## config.mk

```make
export PLATFORM = sky130hd
export DESIGN_NAME = keypad_scan_debounce
export DESIGN_NICKNAME = d
export VERILOG_FILES = /design/src/rtl/keypad_scan_debounce.sv
export SDC_FILE = /design/constraint.sdc
export NUM_CORES = 1
export LEC_CHECK = 0
export BUFFER_PORTS_ARGS = -buffer_cell sky130_fd_sc_hd__buf_2
export CORE_MARGIN = 8
export CORE_UTILIZATION = 40
export CTS_BUF_LIST = sky130_fd_sc_hd__clkbuf_8
export CTS_CLUSTER_DIAMETER = 150
export DETAILED_ROUTE_END_ITERATION = 6
export PLACE_DENSITY = 0.55
export SYNTH_ARGS = -nofsm -noshare
export SYNTH_HDL_FRONTEND = slang
export SYNTH_SLANG_ARGS = --single-unit
```

## constraint.sdc

```tcl
create_clock -name clk -period 13.2 [get_ports clk]
set_clock_uncertainty 0.1 [all_clocks]
set_input_delay 2.64 -clock clk [delete_from_list [all_inputs] [get_ports clk]]
set_output_delay 2.64 -clock clk [all_outputs]
set_load 0.01 [all_outputs]
```

## src/rtl/keypad_scan_debounce.sv

```systemverilog
// keypad_scan_debounce
//   Scans a 4x4 active-low matrix keypad one column at a time and debounces
//   whole-matrix frames. Each accepted press is reported exactly once as a
//   one-cycle start pulse, with the row/column code held on dout.
//
// Ports
//   clk    in   system clock, rising edge
//   rst    in   synchronous reset, active-high
//   row_n  in   [3:0] row lines, low = key closed in the driven column
//   col_n  out  [3:0] column drive, exactly one bit low
//   dout   out  [7:0] {col + INDEX_BASE, row + INDEX_BASE}, held until next press
//   start  out  one-cycle pulse, dout valid in the same cycle
//   held   out  high while an accepted key is still down
module keypad_scan_debounce #(
    parameter int CLOCK_FREQUENCY = 200000000,
    // Default settle time is 10 us of clock.
    parameter int SETTLE_CYCLES   = CLOCK_FREQUENCY / 100000,
    parameter int DEBOUNCE_FRAMES = 8,
    parameter int INDEX_BASE      = 1
) (
    input  logic       clk,
    input  logic       rst,
    input  logic [3:0] row_n,
    output logic [3:0] col_n,
    output logic [7:0] dout,
    output logic       start,
    output logic       held
);

    localparam int SLOT_W = $clog2(SETTLE_CYCLES);
    localparam int CNT_W  = $clog2(DEBOUNCE_FRAMES + 1);

    localparam logic [SLOT_W-1:0] SLOT_LAST = SLOT_W'(SETTLE_CYCLES - 1);
    localparam logic [CNT_W-1:0]  DF_C      = CNT_W'(DEBOUNCE_FRAMES);
    localparam logic [CNT_W-1:0]  CNT_ONE   = CNT_W'(1);
    localparam logic [3:0]        BASE_N    = 4'(INDEX_BASE);

    localparam logic [1:0] S_IDLE    = 2'd0;
    localparam logic [1:0] S_PRS_CNT = 2'd1;
    localparam logic [1:0] S_HELD    = 2'd2;
    localparam logic [1:0] S_REL_CNT = 2'd3;

    logic [3:0]        row_s1_q, row_s1_d;
    logic [3:0]        row_s2_q, row_s2_d;
    logic [SLOT_W-1:0] slot_q, slot_d;
    logic [1:0]        col_q, col_d;
    logic [3:0][3:0]   frame_q, frame_d;   // [col][row], 1 = pressed
    logic              eval_q, eval_d;
    logic [1:0]        state_q, state_d;
    logic [3:0]        cand_q, cand_d;     // {col, row}
    logic [CNT_W-1:0]  cnt_q, cnt_d;
    logic [7:0]        dout_q, dout_d;
    logic              start_q, start_d;

    logic              slot_last;
    logic [4:0]        n_set;
    logic [3:0]        hit_code;
    logic              is_none, is_key;
    logic [CNT_W-1:0]  cnt_inc;
    logic [7:0]        hit_dout;

    // Scan timing and frame capture
    always_comb begin
        row_s1_d  = row_n;
        row_s2_d  = row_s1_q;
        slot_last = (slot_q == SLOT_LAST);
        slot_d    = slot_last ? '0 : slot_q + 1'b1;
        col_d     = slot_last ? col_q + 2'd1 : col_q;
        frame_d   = frame_q;
        if (slot_last)
            frame_d[col_q] = ~row_s2_q;
        // The full frame is complete in the cycle after column 3 is sampled.
        eval_d    = slot_last && (col_q == 2'd3);
    end

    // Frame classification: hit_code is only meaningful when n_set == 1.
    always_comb begin
        n_set    = '0;
        hit_code = '0;
        for (int c = 0; c < 4; c++) begin
            for (int r = 0; r < 4; r++) begin
                if (frame_q[c][r]) begin
                    n_set    = n_set + 5'd1;
                    hit_code = {2'(c), 2'(r)};
                end
            end
        end
        is_none  = (n_set == 5'd0);
        is_key   = (n_set == 5'd1);
        hit_dout = {{2'b00, hit_code[3:2]} + BASE_N, {2'b00, hit_code[1:0]} + BASE_N};
    end

    // Debounce FSM, stepped once per frame evaluation
    always_comb begin
        state_d = state_q;
        cand_d  = cand_q;
        cnt_d   = cnt_q;
        dout_d  = dout_q;
        start_d = 1'b0;
        cnt_inc = (cnt_q >= DF_C) ? cnt_q : cnt_q + 1'b1;
        if (eval_q) begin
            case (state_q)
                S_IDLE: begin
                    if (is_key) begin
                        cand_d = hit_code;
                        // With a single-frame debounce the first KEY frame accepts.
                        if (CNT_ONE >= DF_C) begin
                            state_d = S_HELD;
                            cnt_d   = '0;
                            dout_d  = hit_dout;
                            start_d = 1'b1;
                        end else begin
                            state_d = S_PRS_CNT;
                            cnt_d   = CNT_ONE;
                        end
                    end
                end
                S_PRS_CNT: begin
                    if (is_key && hit_code == cand_q) begin
                        cnt_d = cnt_inc;
                        if (cnt_inc >= DF_C) begin
                            state_d = S_HELD;
                            cnt_d   = '0;
                            dout_d  = hit_dout;
                            start_d = 1'b1;
                        end
                    end else if (is_key) begin
                        cand_d = hit_code;
                        cnt_d  = CNT_ONE;
                    end else begin
                        state_d = S_IDLE;
                        cnt_d   = '0;
                    end
                end
                S_HELD: begin
                    if (is_none) begin
                        if (CNT_ONE >= DF_C) begin
                            state_d = S_IDLE;
                            cnt_d   = '0;
                        end else begin
                            state_d = S_REL_CNT;
                            cnt_d   = CNT_ONE;
                        end
                    end
                end
                default: begin // S_REL_CNT
                    if (is_none) begin
                        cnt_d = cnt_inc;
                        if (cnt_inc >= DF_C) begin
                            state_d = S_IDLE;
                            cnt_d   = '0;
                        end
                    end else begin
                        state_d = S_HELD;
                        cnt_d   = '0;
                    end
                end
            endcase
        end
    end

    always_ff @(posedge clk) begin
        if (rst) begin
            row_s1_q <= 4'b1111;
            row_s2_q <= 4'b1111;
            slot_q   <= '0;
            col_q    <= '0;
            frame_q  <= '0;
            eval_q   <= 1'b0;
            state_q  <= S_IDLE;
            cand_q   <= '0;
            cnt_q    <= '0;
            dout_q   <= '0;
            start_q  <= 1'b0;
        end else begin
            row_s1_q <= row_s1_d;
            row_s2_q <= row_s2_d;
            slot_q   <= slot_d;
            col_q    <= col_d;
            frame_q  <= frame_d;
            eval_q   <= eval_d;
            state_q  <= state_d;
            cand_q   <= cand_d;
            cnt_q    <= cnt_d;
            dout_q   <= dout_d;
            start_q  <= start_d;
        end
    end

    assign col_n = ~(4'b0001 << col_q);
    assign dout  = dout_q;
    assign start = start_q;
    assign held  = (state_q == S_HELD) || (state_q == S_REL_CNT);

endmodule

```

==> results.ini <==
[floorplan]
row_count = 37
fp.dieArea_sq_um = 13800
die_h_um = 118
ioPinCount = 20
initial_core_util = 0.406
design.core.area_sq_um = 10200
die_w_um = 118

[critical_path]
criticalPathCategory = reg2reg
reg2reg_from = frame_q[0]
startpoint = frame_q[0]
crit_path_end_kind = register
cpMostUsedCell = ha_1
crit_path_max_fanout = 7
required_ns = 13.30
start_kind = register
slowest_stage = nor4b_1
cpPeakStageDelay_ns = 0.49
cp.arrival_ns = 10.59

[layout]
area_growth_pct = 5.63
n_antenna_cell = 0
fin_area_sq_um = 4360
nNetsFinal = 528
drive_above_1_share = 0.125
fin_cells = 631
fill_cells = 1076

[run]
maxCapViolCount = 0

[placed_design]
gp_congestion = 0.820
place_area_sq_um = 4260
hpwl_um = 6090
port_buffers = 17
post-place-cells = 623

[clocking]
clk_latency_ns = 0.31
cts_hold_buf = 0
cts_tree = done
clkTransAtPathRegs_ns = 0.10
cts_post_setup_buffers_inserted = 0
cts_buffers = 5
clockBufferDepth = 2
cts_root_buf = clkbuf_8
cts.sinks = 55
post_cts_resized = 0
cts-htree-levels = 2

[yosys]
yosysTopAreaCellShare = 0.267
async_reset_ff_frac = 0
ys_top_cells_by_area = dfxtp_1 27%, ha_1 8.5%, nor2_1 6.4%
synthCells = 495
ys_seq_area_frac = 0.267
post-synth-top-count-cell = nor2_1
ys_types = 63
netlist_area_sq_um = 4130
yosys_warnings = 0
yosys.area.top_type = dfxtp_1
synth_seq_cells = 55
synth_edf_count = 0
synthTopCellsByCount = 70 x nor2_1, 55 x dfxtp_1, 34 x nand2_1
synthFlopType = dfxtp_1
syn_avg_cell_area_sq_um = 8.34

[power]
peakVddDrop_v = 0.0000677
p_sw_w = 0.0000613
p_leak_nw = 1.92
power.density_nw_per_um2 = 63.2
seqPwrFrac = 0.613
p_sw_frac = 0.223
power.share.clock = 0.365
combinationalPowerShare = 0.022
p_int_w = 0.000214

[timing]
min_period_ns = 10.49
tightest_slew_ns = 0.830
clock.fmax_mhz = 95.4
finalCritPeriodShare = 0.795
finalSetupViolations = 0
whs_ns = 0.319
final.setup.tns_ns = 0
rsz0062_at_grt = false
final_hold_viol_count = 0
drv_slew = 0
slew_headroom = 0.445

[global_route]
grt_first_pass_wirelength_um = 14000
grt.overflow.total = 0
grt_max_degree = 51
antenna_found_initial = 0
track_usage = 0.116
grt_pass1_vias = 3152

[routing]
num_vias = 3179
drc = 0
avgRoutedWirePerCell_um = 12.4
first_iter_violations = 129
postRouteAntennaNets = 0
wl_um = 7840
via_per_inst = 5.04
drt-pass1-iter-count = 4

[min_path]
worstHoldPathType = reg2reg
min_from = row_s1_q[3]

[run_status]
status = complete, no violations

==> worst max-delay path: cells and delay by family (launching register included) <==
kind,cells,cell delay [ns]
AO/OA/AOI/OAI,11,1.76
XOR/XNOR,2,0.37
adder cells (fa/ha/maj),14,4.15
buffers and inverters,5,0.40
flip-flops,1,0.38
multiplexers,4,0.91
AND/OR/NAND/NOR,15,2.28
==> final cells by class <==
type,instances,area [sq um],share of cell area
Multi-Input combinational cell,387,2800,0.642
Sequential cell,55,1100,0.252
Tap cell,136,170,0.0390
Inverter,28,105,0.0241
Timing Repair Buffer,17,85.1,0.0195
Clock buffer,6,82.6,0.0189
Clock inverter,2,20.0,0.00459
==> placed cells by master (no fill, tap or decap), drive strengths merged, types with 7 or more instances in the layout <==
cell type	synthesis	final
buf	8	17
xor2	24	24
ha	28	28
xnor2	29	29
dfxtp	55	55
mux2i	18	18
and3	8	8
o21ai	17	17
a211oi	17	17
nand3	14	14
nand2	35	35
nor2b	11	11
nor2	70	70
inv	28	29
a21oi	21	21
or2	13	13
o31ai	7	7
==> power groups by stage <==
stage               sequential (W)  combinational [W]  clock (W)
finish                    0.000169         0.00000599   0.000101
global route              0.000169         0.00000706   0.000112
CTS                       0.000169         0.00000603   0.000106
detailed placement        0.000173         0.00000605          0
global placement          0.000173         0.00000609          0
floorplan                 0.000172         0.00000512          0
==> final timing paths <==
kind / endpoint / slack (ns) / cells past startpoint
max: cnt_q[2] / 2.71 / 51
min: row_s2_q[3] / 0.32 / 1
max reg2reg: cnt_q[2] / 2.71 / 51
min reg2reg: row_s2_q[3] / 0.32 / 1
==> layer usage <==
metal / wire length [um] / vias up / track usage / share of wire
li1: - / 1691 / - / -
met1: 4050 / 1458 / 0.147 / 0.52
met2: 3550 / 23 / 0.197 / 0.45
met3: 148 / 7 / 0.0182 / 0.019
met4: 93 / 0 / 0.0376 / 0.012
met5: 0 / - / 0 / 0
==> cell families after synthesis <==
| logic type | after synthesis | share of synthesized area |
|---|---|---|
| other cells | 1 | 0.000908 |
| flops | 55 | 0.267 |
| xor+xnor | 58 | 0.164 |
| fa+ha+maj | 28 | 0.0848 |
| buf+inv | 54 | 0.0566 |
| mux | 23 | 0.0582 |
| compound gates | 90 | 0.146 |
| simple gates | 186 | 0.223 |
==> state kept, by name (all words and copies together) (netlist names) <==
name / cells
row_s1_q: 4
eval_q: 1
col_q: 2
frame_q: 16
start: 1
cand_q: 4
slot_q: 11
dout: 6
row_s2_q: 4
state_q: 2
cnt_q: 4
==> through the flow <==
stage          setup slack, ns  power, W  utilization
5_1_grt                   1.69  0.000288        0.428
3_5_place_dp              2.81  0.000179        0.418
4_1_cts                   2.72  0.000281        0.428
3_3_place_gp              3.06  0.000179        0.418
6_report                  2.71  0.000276        0.428
2_1_floorplan             3.72  0.000178            -
Note: power is estimated with default switching activity, not from simulation.
